File: src/rtl/conv2d_pkg.sv
// Shared types and constants for the conv2d result writer.
package conv2d_pkg;

  typedef enum logic [1:0] {
    IDLE  = 2'd0,
    RUN   = 2'd1,
    DRAIN = 2'd2
  } state_e;

  localparam int DEF_DATA_W     = 16;
  localparam int DEF_ADDR_W     = 18;
  localparam int DEF_MAP_W      = 224;
  localparam int DEF_MAP_H      = 224;
  localparam int DEF_FIFO_DEPTH = 8;

  // Number of output pixels in one map.
  function automatic int map_pixels(input int w, input int h);
    return w * h;
  endfunction

endpackage

File: src/rtl/result_fifo.sv
// Synchronous FIFO with first-word-fall-through head.
// DEPTH must be a power of two so the pointers wrap naturally.
module result_fifo
  import conv2d_pkg::*;
#(
  parameter int WIDTH = DEF_DATA_W,
  parameter int DEPTH = DEF_FIFO_DEPTH
) (
  input  logic                     clk,
  input  logic                     rst,
  input  logic                     push,
  input  logic [WIDTH-1:0]         push_data,
  input  logic                     pop,
  output logic [WIDTH-1:0]         head,
  output logic                     full,
  output logic                     empty,
  output logic [$clog2(DEPTH):0]   level
);

  localparam int AW    = $clog2(DEPTH);
  localparam int LVL_W = AW + 1;

  logic [AW-1:0]    wr_ptr_q, wr_ptr_d;
  logic [AW-1:0]    rd_ptr_q, rd_ptr_d;
  logic [LVL_W-1:0] level_q, level_d;
  logic [WIDTH-1:0] mem_q [DEPTH];
  logic [WIDTH-1:0] mem_d [DEPTH];
  logic             push_ok, pop_ok;

  assign full  = (level_q == LVL_W'(DEPTH));
  assign empty = (level_q == '0);
  assign level = level_q;
  assign head  = mem_q[rd_ptr_q];

  // A push into a full FIFO is only legal when a pop frees the slot the same cycle.
  assign pop_ok  = pop && !empty;
  assign push_ok = push && (!full || pop_ok);

  // Pointer, occupancy and storage next-state.
  always_comb begin
    wr_ptr_d = wr_ptr_q;
    rd_ptr_d = rd_ptr_q;
    level_d  = level_q;
    mem_d    = mem_q;
    if (push_ok) begin
      mem_d[wr_ptr_q] = push_data;
      wr_ptr_d        = wr_ptr_q + AW'(1);
    end
    if (pop_ok) begin
      rd_ptr_d = rd_ptr_q + AW'(1);
    end
    case ({push_ok, pop_ok})
      2'b10:   level_d = level_q + LVL_W'(1);
      2'b01:   level_d = level_q - LVL_W'(1);
      default: level_d = level_q;
    endcase
  end

  // Control registers, cleared on reset.
  always_ff @(posedge clk) begin
    if (rst) begin
      wr_ptr_q <= '0;
      rd_ptr_q <= '0;
      level_q  <= '0;
    end else begin
      wr_ptr_q <= wr_ptr_d;
      rd_ptr_q <= rd_ptr_d;
      level_q  <= level_d;
    end
  end

  // Storage array; contents are meaningless while empty so it is not reset.
  always_ff @(posedge clk) begin
    mem_q <= mem_d;
  end

endmodule

File: src/rtl/conv2d_result_writer.sv
// Sink of the conv2d pipeline: buffers the unstallable result stream and
// writes one output map to memory at linear addresses from base_addr.
// Optional build macro: RESULT_RELU_EN clamps negative results to zero.
//
// state | meaning
// IDLE  | waiting for start, any valid_in is a lost sample
// RUN   | accepting map samples and writing them out
// DRAIN | all samples seen, flushing the FIFO to memory
module conv2d_result_writer
  import conv2d_pkg::*;
#(
  parameter int DATA_W     = DEF_DATA_W,
  parameter int ADDR_W     = DEF_ADDR_W,
  parameter int MAP_W      = DEF_MAP_W,
  parameter int MAP_H      = DEF_MAP_H,
  parameter int FIFO_DEPTH = DEF_FIFO_DEPTH
) (
  input  logic              clk,
  input  logic              rst,
  input  logic              start,
  input  logic [ADDR_W-1:0] base_addr,
  input  logic              valid_in,
  input  logic [DATA_W-1:0] data_in,
  input  logic              wr_ready,
  output logic              wr_valid,
  output logic [ADDR_W-1:0] wr_addr,
  output logic [DATA_W-1:0] wr_data,
  output logic              busy,
  output logic              done,
  output logic              overflow
);

  localparam int PIX   = map_pixels(MAP_W, MAP_H);
  localparam int CNT_W = $clog2(PIX + 1);
  localparam int LVL_W = $clog2(FIFO_DEPTH) + 1;
  localparam logic [CNT_W-1:0] PIX_C = CNT_W'(PIX);

  state_e            state_q, state_d;
  logic [CNT_W-1:0]  in_cnt_q, in_cnt_d;
  logic [CNT_W-1:0]  out_cnt_q, out_cnt_d;
  logic [ADDR_W-1:0] base_q, base_d;
  logic              ovf_q, ovf_d;
  logic              done_q, done_d;

  logic              active, push, pop;
  logic [DATA_W-1:0] push_data, fifo_head;
  logic              fifo_full, fifo_empty;
  logic [LVL_W-1:0]  fifo_level;

  assign active = (state_q != IDLE);
  assign pop    = wr_valid && wr_ready;
  // A full FIFO still accepts a sample when the head leaves the same cycle.
  assign push   = (state_q == RUN) && valid_in && (!fifo_full || pop);

`ifdef RESULT_RELU_EN
  assign push_data = data_in[DATA_W-1] ? '0 : data_in;
`else
  assign push_data = data_in;
`endif

  result_fifo #(
    .WIDTH (DATA_W),
    .DEPTH (FIFO_DEPTH)
  ) u_fifo (
    .clk       (clk),
    .rst       (rst),
    .push      (push),
    .push_data (push_data),
    .pop       (pop),
    .head      (fifo_head),
    .full      (fifo_full),
    .empty     (fifo_empty),
    .level     (fifo_level)
  );

  // Next-state, counters and status flags.
  always_comb begin
    state_d   = state_q;
    in_cnt_d  = in_cnt_q;
    out_cnt_d = out_cnt_q;
    base_d    = base_q;
    ovf_d     = ovf_q;
    done_d    = 1'b0;
    case (state_q)
      IDLE: begin
        if (valid_in) ovf_d = 1'b1;
        if (start) begin
          state_d   = RUN;
          in_cnt_d  = '0;
          out_cnt_d = '0;
          base_d    = base_addr;
          ovf_d     = 1'b0;
        end
      end
      RUN: begin
        if (valid_in) begin
          // Dropped samples still advance in_cnt so the map geometry holds.
          in_cnt_d = in_cnt_q + CNT_W'(1);
          if (!push) ovf_d = 1'b1;
          if (in_cnt_q + CNT_W'(1) == PIX_C) state_d = DRAIN;
        end
        if (pop) out_cnt_d = out_cnt_q + CNT_W'(1);
      end
      DRAIN: begin
        if (valid_in) ovf_d = 1'b1;
        if (pop) begin
          out_cnt_d = out_cnt_q + CNT_W'(1);
          // After dropped samples out_cnt never reaches the map size, so the
          // write that empties the FIFO also ends the map.
          if ((out_cnt_q + CNT_W'(1) == PIX_C) || (fifo_level == LVL_W'(1))) begin
            state_d = IDLE;
            done_d  = 1'b1;
          end
        end
      end
      default: state_d = IDLE;
    endcase
  end

  // State and bookkeeping registers.
  always_ff @(posedge clk) begin
    if (rst) begin
      state_q   <= IDLE;
      in_cnt_q  <= '0;
      out_cnt_q <= '0;
      base_q    <= '0;
      ovf_q     <= 1'b0;
      done_q    <= 1'b0;
    end else begin
      state_q   <= state_d;
      in_cnt_q  <= in_cnt_d;
      out_cnt_q <= out_cnt_d;
      base_q    <= base_d;
      ovf_q     <= ovf_d;
      done_q    <= done_d;
    end
  end

  assign wr_valid = active && !fifo_empty;
  assign wr_addr  = base_q + ADDR_W'(out_cnt_q);
  assign wr_data  = wr_valid ? fifo_head : '0;
  assign busy     = active;
  assign done     = done_q;
  assign overflow = ovf_q;

endmodule
File: config.mk
export PLATFORM = sky130hd
export DESIGN_NAME = conv2d_result_writer
export DESIGN_NICKNAME = d
export VERILOG_FILES = /design/src/rtl/conv2d_pkg.sv /design/src/rtl/result_fifo.sv /design/src/rtl/conv2d_result_writer.sv
export SDC_FILE = /design/constraint.sdc
export NUM_CORES = 1
export LEC_CHECK = 0
export ABC_AREA = 1
export BUFFER_PORTS_ARGS = -buffer_cell sky130_fd_sc_hd__buf_2
export CAP_MARGIN = 10
export CORE_MARGIN = 2
export CORE_UTILIZATION = 35
export DETAILED_ROUTE_END_ITERATION = 6
export PLACE_DENSITY_LB_ADDON = 0.15
export SYNTH_ARGS = -nofsm -noshare
export SYNTH_HDL_FRONTEND = slang
export SYNTH_SLANG_ARGS = --single-unit
File: constraint.sdc
create_clock -name clk -period 3.7 [get_ports clk]
set_clock_uncertainty 0.15 [all_clocks]
set_input_delay 0.185 -clock clk [delete_from_list [all_inputs] [get_ports clk]]
set_output_delay 0.185 -clock clk [all_outputs]
set_load 0.02 [all_outputs]
==> metrics.cfg <==
[run_status]
outcome = finished clean

[place]
gp_congestion = 0.808
place_hpwl_um = 14400
place_area_um2 = 9990
portBuffers = 76
placedCellCount = 1403
dpl_worst_slack_ns = 0.847

[power]
ir_drop_mv = 0.277
leakage_nw = 4.12
power.density_nw_per_um2 = 544

[hold_path]
hold_start = valid_in
hold_path.class = input port to register

[layout]
layout_common_cells = 176 x nor2_1, 167 x nand2_1, 128 x edfxtp_1
layout-drive-gt1-share_pct = 13.9
layout_commonest_cell = nor2_1
antenna_cells = 0
finish.instance_area_um2 = 10900
area_delta_synth_final_pct = 19.1
stdcell_count = 1470
fin_nets = 1192

[synthesis]
yosys-top-cells-area = edfxtp_1 42%, dfxtp_1 14%, nor2_1 7.5%
synth_nets = 1084
synth-seq-cells = 192
yosys.area.top_type = edfxtp_1
syn-cell-area_um2 = 9190
ys_warn_count = 0
yosysSeqAreaShare_pct = 55.8
synth_top_area_share_pct = 41.8
synth_cell_types = 39
avgSynthCellArea_um2 = 9.06
netlist_instances = 1014

[critical_path]
startpoint_type = register
worstPathArrival_ns = 2.70
critPathMaxStageDelay_ns = 0.41
cp-startpoint = out_cnt_q[0]
worstSetupEndpointType = output pin
cp.required_ns = 3.37
critical_path_class = register to output pin
cp_cell_sequence = ha_1 -> fa_1 -> nand2_1 -> nand2_1 -> o21ai_0 -> o21ai_1 -> nand2_1 -> nand2_1 -> a21oi_1 -> o21ai_1 -> xor2_1 -> buf_2
crit_top_cell = nand2_1
reg2reg_from = u_fifo.level[0]
crit_path_max_fanout = 5
cp_slowest_cell = fa_1

[die]
die_y_um = 166
die_width_um = 166
die-area_um2 = 27600
row_count = 59
io-pin-count = 77
initial_utilization_pct = 35.5
fp.coreArea_um2 = 25900

[clock_network]
cts_made_buffers = 17
cts_resized = 0
root_buffer = clkbuf_16
h-tree-depth = 4
ctsHoldBuffers = 35
postCtsSetupRepairBufs = 0
clk_latency_ns = 0.43
clk_transition_reported_paths_ns = 0.07
clock-sinks = 192
cts_tree = yes
cts_buffer_depth = 2

[grt]
grtUsageTotal_pct = 16.1
grt_max_degree = 41
grt_pass1_vias = 6825
grt_overflow = 0
grt_pass1_wl_um = 35600
grt_antenna_before_repair = 0

[timing]
relSlewSlack_pct = 36.7
tightest_slew_ns = 0.949
whs_ns = 0.0851
min_period_ns = 3.04
setup-violations-final = 0
timing.setup.tns_ns = 0
rsz0062_at_grt = no
timing.final.crit_share_pct = 82.1
fmax_ghz = 0.329
slew_viol_final = 0
layout_setup_ws_ns = 0.661
hold_viol_final = 0

[drt]
via_per_inst = 4.86
dr.pass1.iters = 5
totalWireLength_um = 21900
drc = 0
post_drt_wl_per_cell_um = 14.9
num_vias = 7139
ant_nets = 0
initialDrtViolationCount = 364

[run]
drv_cap = 0

==> path summary, 6_finish.rpt <==
path                        end  slack [ns]  cells past startpoint
max                 wr_addr[14]        0.66                     12
min          u_fifo.wr_ptr_q[1]        0.09                      3
max reg2reg    u_fifo.mem_q[16]        0.88                     10
min reg2reg        in_cnt_q[15]        0.33                      2
==> registers in the layout, summed over array words and instances, names as in the netlist <==
register         flops
u_fifo.wr_ptr_q      3
done                 1
state_q              2
u_fifo.rd_ptr_q      3
overflow             1
u_fifo.level         4
base_q              18
in_cnt_q            16
u_fifo.mem_q       128
out_cnt_q           16
==> critical path, delay by kind of cell, from the launching register on <==
family / cells / cell delay (ns)
AO/OA/AOI/OAI: 4 / 0.61
adder cells (fa/ha/maj): 2 / 0.68
XOR/XNOR: 1 / 0.13
buffers and inverters: 1 / 0.18
AND/OR/NAND/NOR: 4 / 0.30
flip-flops: 1 / 0.36
==> synthesized netlist by cell type, drive strengths merged <==
library cell,number
fa,1
or2,3
nand2,172
a21o,1
ha,30
dfxtp,64
o21bai,1
nor3,3
xor2,15
a31oi,19
a21oi,65
nand3b,1
o21ai,122
inv,66
nand4,15
o21a,2
edfxtp,128
nor4,2
o31ai,1
xnor2,8
a211oi,1
buf,5
nor2,193
clkbuf,33
o22ai,18
clkinv,2
o211ai,2
nand3,41
==> kinds of logic after synthesis <==
logic type	after synthesis	share of synthesized area, %
AO/OA/AOI/OAI	232	13.6
XOR/XNOR	23	2.19
adder cells (fa/ha/maj)	31	4.30
buffers and inverters	106	4.45
flip-flops	192	55.8
AND/OR/NAND/NOR	430	19.7
==> power breakdown <==
group	total, mW	internal (mW)	switching, mW
clock network	1.85	0.918	0.936
registers	2.50	2.41	0.0885
logic	1.59	0.498	1.10
==> layout make-up <==
cell class	count	area [um^2]
clock buffer	17	425
fill	2585	15000
inverter	68	255
tap	335	419
sequential	192	5130
multi-input combinational	716	3680
clock inverter	15	180
timing repair buffer	127	863
==> per-stage QoR <==
stage | total power, mW | utilization, %
floorplan | 3.67 | -
global placement | 4.15 | 38.6
detailed placement | 4.14 | 38.6
CTS | 6.02 | 42.2
global route | 6.31 | 42.2
finish | 5.95 | 42.2
==> routing by layer <==
layer,global-route usage [%],part of all wire [%],vias up
li1,-,-,3698
met4,3.59,0.81,0
met3,2.88,2.9,13
met5,0,0,-
met1,21.8,49,3317
met2,26.9,48,111
Power figures use the tool's default switching activity.
